===== config.mk =====
export PLATFORM = sky130hd
export DESIGN_NAME = ld_st_unit
export DESIGN_NICKNAME = d
export VERILOG_FILES = /design/src/rtl/ldst_pkg.sv /design/src/rtl/ldst_align.sv /design/src/rtl/ld_st_unit.sv
export SDC_FILE = /design/constraint.sdc
export NUM_CORES = 1
export LEC_CHECK = 0
export BUFFER_PORTS_ARGS = -buffer_cell sky130_fd_sc_hd__buf_4
export CAP_MARGIN = 20
export CORE_MARGIN = 5
export CORE_UTILIZATION = 58
export DETAILED_ROUTE_END_ITERATION = 7
export MAX_ROUTING_LAYER = met4
export PLACE_DENSITY = 0.83
export SLEW_MARGIN = 15
export SYNTH_ARGS = -nofsm -noshare
export SYNTH_HDL_FRONTEND = slang
export SYNTH_SLANG_ARGS = --single-unit

===== constraint.sdc =====
create_clock -name clk -period 4.6 [get_ports clk]
set_input_delay 1.38 -clock clk [delete_from_list [all_inputs] [get_ports clk]]
set_output_delay 1.38 -clock clk [all_outputs]
set_load 0.02 [all_outputs]

===== src/rtl/ldst_pkg.sv =====
// rtl/ldst_pkg.sv - load/store unit encodings and byte-enable constants
package ldst_pkg;

  localparam logic [2:0] LDST_LB  = 3'b000;
  localparam logic [2:0] LDST_LH  = 3'b001;
  localparam logic [2:0] LDST_LW  = 3'b010;
  localparam logic [2:0] LDST_LBU = 3'b011;
  localparam logic [2:0] LDST_LHU = 3'b100;
  localparam logic [2:0] LDST_SB  = 3'b101;
  localparam logic [2:0] LDST_SH  = 3'b110;
  localparam logic [2:0] LDST_SW  = 3'b111;

  localparam logic [3:0] BE_B = 4'b0001;
  localparam logic [3:0] BE_H = 4'b0011;
  localparam logic [3:0] BE_W = 4'b1111;

  typedef enum logic [1:0] {
    IDLE     = 2'd0,
    REQ      = 2'd1,
    WAIT_RSP = 2'd2
  } state_e;

  function automatic logic is_store(input logic [2:0] ctrl);
    return ctrl >= LDST_SB;
  endfunction

endpackage


===== src/rtl/ldst_align.sv =====
// rtl/ldst_align.sv - byte-lane steering: store lane mask/replication or load extraction/extension
module ldst_align
  import ldst_pkg::*;
(
  input  logic [2:0]  ctrl,
  input  logic [1:0]  addr_lo,
  input  logic [31:0] data_in,
  output logic [31:0] data_out,
  output logic [3:0]  be,
  output logic        misalign
);

  logic [7:0]  byte_v;
  logic [15:0] half_v;

  always_comb begin
    case (addr_lo)
      2'd0:    byte_v = data_in[7:0];
      2'd1:    byte_v = data_in[15:8];
      2'd2:    byte_v = data_in[23:16];
      default: byte_v = data_in[31:24];
    endcase
    half_v = addr_lo[1] ? data_in[31:16] : data_in[15:0];

    data_out = 32'h0;
    be       = 4'b0000;
    misalign = 1'b0;
    case (ctrl)
      LDST_LB:  data_out = {{24{byte_v[7]}}, byte_v};
      LDST_LBU: data_out = {24'h0, byte_v};
      LDST_LH: begin
        data_out = {{16{half_v[15]}}, half_v};
        misalign = addr_lo[0];
      end
      LDST_LHU: begin
        data_out = {16'h0, half_v};
        misalign = addr_lo[0];
      end
      LDST_LW: begin
        data_out = data_in;
        misalign = |addr_lo;
      end
      LDST_SB: begin
        data_out = {4{data_in[7:0]}};
        be       = BE_B << addr_lo;
      end
      LDST_SH: begin
        data_out = {2{data_in[15:0]}};
        be       = BE_H << addr_lo;
        misalign = addr_lo[0];
      end
      default: begin
        data_out = data_in;
        be       = BE_W;
        misalign = |addr_lo;
      end
    endcase
  end

endmodule


===== src/rtl/ld_st_unit.sv =====
// rtl/ld_st_unit.sv - single-outstanding load/store stage over a valid/ready data-memory port
module ld_st_unit
  import ldst_pkg::*;
#(
  parameter int unsigned TIMEOUT = 255
) (
  input  logic        clk,
  input  logic        rst_n,
  input  logic        req_valid,
  output logic        req_ready,
  input  logic [2:0]  ldst_ctrl,
  input  logic [31:0] addr,
  input  logic [31:0] store_data,
  input  logic [4:0]  rd,
  output logic        busy,
  output logic        dmem_req_valid,
  input  logic        dmem_req_ready,
  output logic [31:0] dmem_addr,
  output logic [3:0]  dmem_we,
  output logic [31:0] dmem_wdata,
  input  logic        dmem_rsp_valid,
  input  logic [31:0] dmem_rdata,
  output logic        wb_valid,
  output logic [31:0] wb_data,
  output logic [4:0]  wb_rd,
  output logic        st_done,
  output logic        misalign_err,
  output logic        bus_err
);

  state_e      state_q, state_d;
  logic [2:0]  ctrl_q, ctrl_d;
  logic [31:0] addr_q, addr_d;
  logic [4:0]  rd_q, rd_d;
  logic [3:0]  we_q, we_d;
  logic [31:0] wdata_q, wdata_d;
  logic [7:0]  cnt_q, cnt_d;
  logic        wb_valid_q, wb_valid_d;
  logic [31:0] wb_data_q, wb_data_d;
  logic [4:0]  wb_rd_q, wb_rd_d;
  logic        st_done_q, st_done_d;
  logic        mis_q, mis_d;
  logic        bus_err_q, bus_err_d;

  logic [31:0] st_wdata, ld_data;
  logic [3:0]  st_be, unused_ld_be;
  logic        st_mis, unused_ld_mis;
  logic        timeout;

  // Store-side instance works on the incoming request so lanes are registered at accept.
  ldst_align u_st_align (
    .ctrl     (ldst_ctrl),
    .addr_lo  (addr[1:0]),
    .data_in  (store_data),
    .data_out (st_wdata),
    .be       (st_be),
    .misalign (st_mis)
  );

  ldst_align u_ld_align (
    .ctrl     (ctrl_q),
    .addr_lo  (addr_q[1:0]),
    .data_in  (dmem_rdata),
    .data_out (ld_data),
    .be       (unused_ld_be),
    .misalign (unused_ld_mis)
  );

  assign timeout = ({1'b0, cnt_q} + 9'd1) == 9'(TIMEOUT);

  always_comb begin
    state_d    = state_q;
    ctrl_d     = ctrl_q;
    addr_d     = addr_q;
    rd_d       = rd_q;
    we_d       = we_q;
    wdata_d    = wdata_q;
    cnt_d      = cnt_q;
    wb_valid_d = 1'b0;
    wb_data_d  = wb_data_q;
    wb_rd_d    = wb_rd_q;
    st_done_d  = 1'b0;
    mis_d      = 1'b0;
    bus_err_d  = 1'b0;

    case (state_q)
      IDLE: begin
        if (req_valid) begin
          if (st_mis) begin
            mis_d = 1'b1;
          end else begin
            state_d = REQ;
            ctrl_d  = ldst_ctrl;
            addr_d  = addr;
            rd_d    = rd;
            we_d    = st_be;
            wdata_d = is_store(ldst_ctrl) ? st_wdata : 32'h0;
            cnt_d   = 8'd0;
          end
        end
      end
      REQ: begin
        cnt_d = cnt_q + 8'd1;
        if (timeout) begin
          state_d   = IDLE;
          bus_err_d = 1'b1;
          we_d      = 4'b0000;
        end else if (dmem_req_ready) begin
          we_d = 4'b0000;
          if (is_store(ctrl_q)) begin
            state_d   = IDLE;
            st_done_d = 1'b1;
          end else begin
            state_d = WAIT_RSP;
          end
        end
      end
      WAIT_RSP: begin
        cnt_d = cnt_q + 8'd1;
        if (timeout) begin
          state_d   = IDLE;
          bus_err_d = 1'b1;
        end else if (dmem_rsp_valid) begin
          state_d    = IDLE;
          wb_valid_d = 1'b1;
          wb_data_d  = ld_data;
          wb_rd_d    = rd_q;
        end
      end
      default: state_d = IDLE;
    endcase
  end

  always_ff @(posedge clk or negedge rst_n) begin
    if (!rst_n) begin
      state_q    <= IDLE;
      ctrl_q     <= 3'b000;
      addr_q     <= 32'h0;
      rd_q       <= 5'd0;
      we_q       <= 4'b0000;
      wdata_q    <= 32'h0;
      cnt_q      <= 8'd0;
      wb_valid_q <= 1'b0;
      wb_data_q  <= 32'h0;
      wb_rd_q    <= 5'd0;
      st_done_q  <= 1'b0;
      mis_q      <= 1'b0;
      bus_err_q  <= 1'b0;
    end else begin
      state_q    <= state_d;
      ctrl_q     <= ctrl_d;
      addr_q     <= addr_d;
      rd_q       <= rd_d;
      we_q       <= we_d;
      wdata_q    <= wdata_d;
      cnt_q      <= cnt_d;
      wb_valid_q <= wb_valid_d;
      wb_data_q  <= wb_data_d;
      wb_rd_q    <= wb_rd_d;
      st_done_q  <= st_done_d;
      mis_q      <= mis_d;
      bus_err_q  <= bus_err_d;
    end
  end

  assign req_ready      = (state_q == IDLE);
  assign busy           = (state_q != IDLE);
  assign dmem_req_valid = (state_q == REQ);
  assign dmem_addr      = {addr_q[31:2], 2'b00};
  assign dmem_we        = we_q;
  assign dmem_wdata     = wdata_q;
  assign wb_valid       = wb_valid_q;
  assign wb_data        = wb_data_q;
  assign wb_rd          = wb_rd_q;
  assign st_done        = st_done_q;
  assign misalign_err   = mis_q;
  assign bus_err        = bus_err_q;

endmodule


==> summary.json <==
{
  "outcome": {
    "outcome": "complete, but fails checks",
    "failed_checks": "design-rule violations"
  },
  "sta": {
    "finalCriticalPeriod_ns": 3.234,
    "final-max-slew-violation-count": 0,
    "tightestPinTransition_ns": 1.150,
    "final_critical_path_setup_slack_ns": 1.366,
    "fin_crit_sh_pct": 70.29,
    "setup-tns-final_ns": 0,
    "fin_worst_skew_ns": 0.005608,
    "fmaxAchievable_ghz": 0.3093,
    "slew_headroom_pct": 22.75,
    "rsz0062_at_grt": "false",
    "final_hold_violation_count": 0,
    "report.final.setup_viol": 0
  },
  "grt": {
    "antenna_violations_before_repair": 0,
    "grt_util_met2_pct": 46.52,
    "grt_start_max_net_pins": 78,
    "globalRoute.busiestLayer": "met2",
    "gr-usage-met3_pct": 6.982,
    "vias_in_the_first_global_route": 7436,
    "global_route.overflow_total": 0,
    "grt.met1_usage_pct": 37.86,
    "global_route_wire_length_before_repair_um": 38000,
    "track_usage_pct": 30.12
  },
  "routing": {
    "initialDrtViolationCount": 1043,
    "dr.pass1.iters": 8,
    "route.final.wire_length_um": 23970,
    "vias_per_cell": 6.222,
    "detail-route-antenna-nets": 0,
    "routed-via-count": 7802,
    "drt_drc_violations_left": 9,
    "route.detailed.wl_per_inst_um": 19.11
  },
  "clock_network": {
    "cts_root_buf": "sky130_fd_sc_hd__clkbuf_16",
    "clock_insertion_delay_worst_skew_ns": 0.42,
    "numCtsBuffers": 17,
    "clock_tree.htree_level_count": 4,
    "worst_path_clk_slew_ns": 0.06,
    "ctsLongestPathBuffers": 2,
    "cts.repair.resized": 0,
    "clock_sink_count": 127,
    "post_cts_hold_buffer_count": 0,
    "tritoncts": "done",
    "post-cts-setup-buffers": 0
  },
  "placement": {
    "buffers_on_ports": 218,
    "gp_routability_congestion": 0.9564,
    "place_worst_setup_slack_ns": 0.8947,
    "place_hpwl_um": 16800
  },
  "cells_and_area": {
    "layout_common_cells": "229 x sky130_fd_sc_hd__buf_4, 175 x sky130_fd_sc_hd__nand2_1, 127 x sky130_fd_sc_hd__dfrtp_1, 95 x sky130_fd_sc_hd__o21ai_0, 37 x sky130_fd_sc_hd__a21oi_1",
    "leading_cell_type_in_the_layout_fill_and_taps_excluded": "sky130_fd_sc_hd__buf_4",
    "layout_area_overhead_pct": 26.21,
    "design.final.nets": 1175,
    "fillCellCount": 1049,
    "drive_above_1_share_pct": 30.26,
    "number_of_inserted_diodes": 0
  },
  "floorplanning": {
    "rows": 43,
    "floorplan.initialDensity_pct": 58.47,
    "floorplan.core_area_um2": 13720,
    "fp.dieArea_um2": 16280,
    "dieWidth_um": 127.6,
    "height_of_the_chip_um": 127.6,
    "num_io_pins": 221
  },
  "worst_setup_path": {
    "r2r.worst_path.cells": 5,
    "crit_type": "in2reg",
    "r2r-start": "addr_q[1]",
    "gate_family_responsible_for_the_most_delay_along_the_worst_path": "simple AND/OR/NAND/NOR gates",
    "worst-path-buf-inv": 2,
    "path_max_fanout": 44,
    "crit_top_cell": "sky130_fd_sc_hd__buf_4",
    "path_depth": 7,
    "worst_path_largest_cell_delay_ns": 0.40,
    "cpMaxStageDelayCell": "sky130_fd_sc_hd__buf_4",
    "critical_path.cell_chain": "buf_4 > mux2_2 > or2_2 > a31oi_4 > buf_4 > nand3_1 > o31ai_1",
    "rr_endpoint": "wb_data[26]",
    "crit_arrival_ns": 3.56,
    "startpoint_type": "input port",
    "critPathCaptureType": "flip-flop",
    "critPathRequiredTime_ns": 4.92,
    "reg_to_reg_setup_timing_slack_ns": 1.77
  },
  "power": {
    "power_per_cell_area_nw_per_um2": 676.8,
    "power.static_leakage_nw": 4.756,
    "power.ir.vdd_worst_mv": 0.3781
  },
  "synth": {
    "top_cell_type_by_total_area_after_synthesis": "sky130_fd_sc_hd__dfrtp_1",
    "yosysWarnings": 0,
    "synth-async-reset-ratio_pct": 100.0,
    "yosysUniqueCellTypes": 65,
    "syn-cell-area_um2": 8021,
    "post_synthesis_sequential_element_count": 127,
    "synth_edf_count": 0,
    "postSynth.topFlopCell": "sky130_fd_sc_hd__dfrtp_1",
    "synth_area_per_cell_um2": 8.824,
    "synthCells": 909,
    "yosysSeqAreaShare_pct": 39.62,
    "netlist_top_cells_area": "sky130_fd_sc_hd__dfrtp_1 40%, sky130_fd_sc_hd__nand2_1 8.2%, sky130_fd_sc_hd__o21ai_0 6.0%, sky130_fd_sc_hd__mux2i_1 3.2%, sky130_fd_sc_hd__buf_4 3.1%",
    "synth_top_area_share_pct": 39.62
  },
  "worst_hold_path": {
    "hold_path_origin": "addr_q[8]",
    "holdCritPathClass": "reg2reg",
    "min_delay_path_depth": 2,
    "holdPathEnd": "addr_q[8]"
  },
  "flow_run": {
    "max_cap_violations": 0
  }
}
state kept, by name, summed over array words and instances (netlist names):
name          count
misalign_err      1
wb_rd             5
cnt_q             8
addr_q           32
st_done           1
wb_data          32
bus_err           1
ctrl_q            3
dmem_we           4
dmem_wdata       32
state_q           2
rd_q              5
wb_valid          1
how the worst max path moves through the flow:
stage,start,to,slack (ns)
floorplan,addr[1],dmem_wdata[30],1.54
global route,ldst_ctrl[2],dmem_wdata[19],1.21
CTS,ldst_ctrl[2],dmem_wdata[16],1.37
finish,ldst_ctrl[2],dmem_wdata[16],1.37
detailed placement,ldst_ctrl[2],dmem_wdata[20],0.89
global placement,ldst_ctrl[2],dmem_wdata[18],0.99
cells in the mapped netlist, drive strengths merged (5+ instances only):
library cell / n
a31oi: 6
nand2b: 10
inv: 15
nand2: 176
mux2i: 26
nor2b: 17
o21a: 12
clkbuf: 48
a22o: 26
ha: 5
o22ai: 8
a211oi: 5
a2111oi: 5
mux4: 9
a2bb2oi: 6
or2: 19
o31ai: 10
nand3: 16
o21ai: 97
nor3: 5
dfrtp: 127
a32o: 16
o21bai: 7
a21oi: 37
and2: 13
nor2: 32
o211ai: 9
buf: 51
a22oi: 25
mux2: 29
worst register-to-register path: cells and delay by family, from the launching register on:
family	cells	cell delay, ns
compound gates	3	1.04
mux	2	0.97
flops	1	0.71
report_power, final:
group | switching (mW) | total (mW) | internal, mW
registers | 0.360 | 1.95 | 1.59
clock network | 0.514 | 1.42 | 0.908
logic | 2.02 | 3.48 | 1.46
kinds of logic (layout without fill, tap and decap cells):
kind of cell	Yosys count	in the layout	synth area share [%]
and+or+nand+nor	304	304	17.33
AOI/OAI and AO/OA	288	288	24.13
DFF	127	127	39.62
buffers and inverters	116	280	7.300
muxes	64	64	10.36
adders and majority gates	5	5	0.7799
xor gates and xnor gates	4	4	0.4368
other	1	2	0.04675
layout make-up:
type                       instances  area, µm²  area share [%]
multi-input combinational        667       4282           42.29
sequential                       127       3178           31.39
timing repair buffer             231       1754           17.33
clock buffer                      19      432.9           4.276
tap                              180      225.2           2.225
clock inverter                    13      185.2           1.829
inverter                          17      66.31          0.6550
metrics by stage:
step / util, % / hold WS (ns) / std cells / total power [mW] / cell area, µm²
after global placement: 69.17 / 0.4567 / 1221 / 5.324 / 9490
final: 73.79 / 0.4753 / 1254 / 6.852 / 10120
after detailed placement: 69.17 / 0.4634 / 1221 / 5.396 / 9490
after CTS: 73.68 / 0.4776 / 1253 / 6.844 / 10110
after floorplan: - / 0.4417 / 910 / 4.262 / 8025
after global routing: 73.79 / 0.4940 / 1254 / 7.242 / 10120
layer usage:
metal	up-vias	wire (µm)	part of all wire, %
met5	-	0	0
met4	0	956	4.0
met3	74	2312	9.6
met2	461	11370	47
met1	3724	9332	39
li1	3543	-	-
Power figures use the tool's default switching activity.
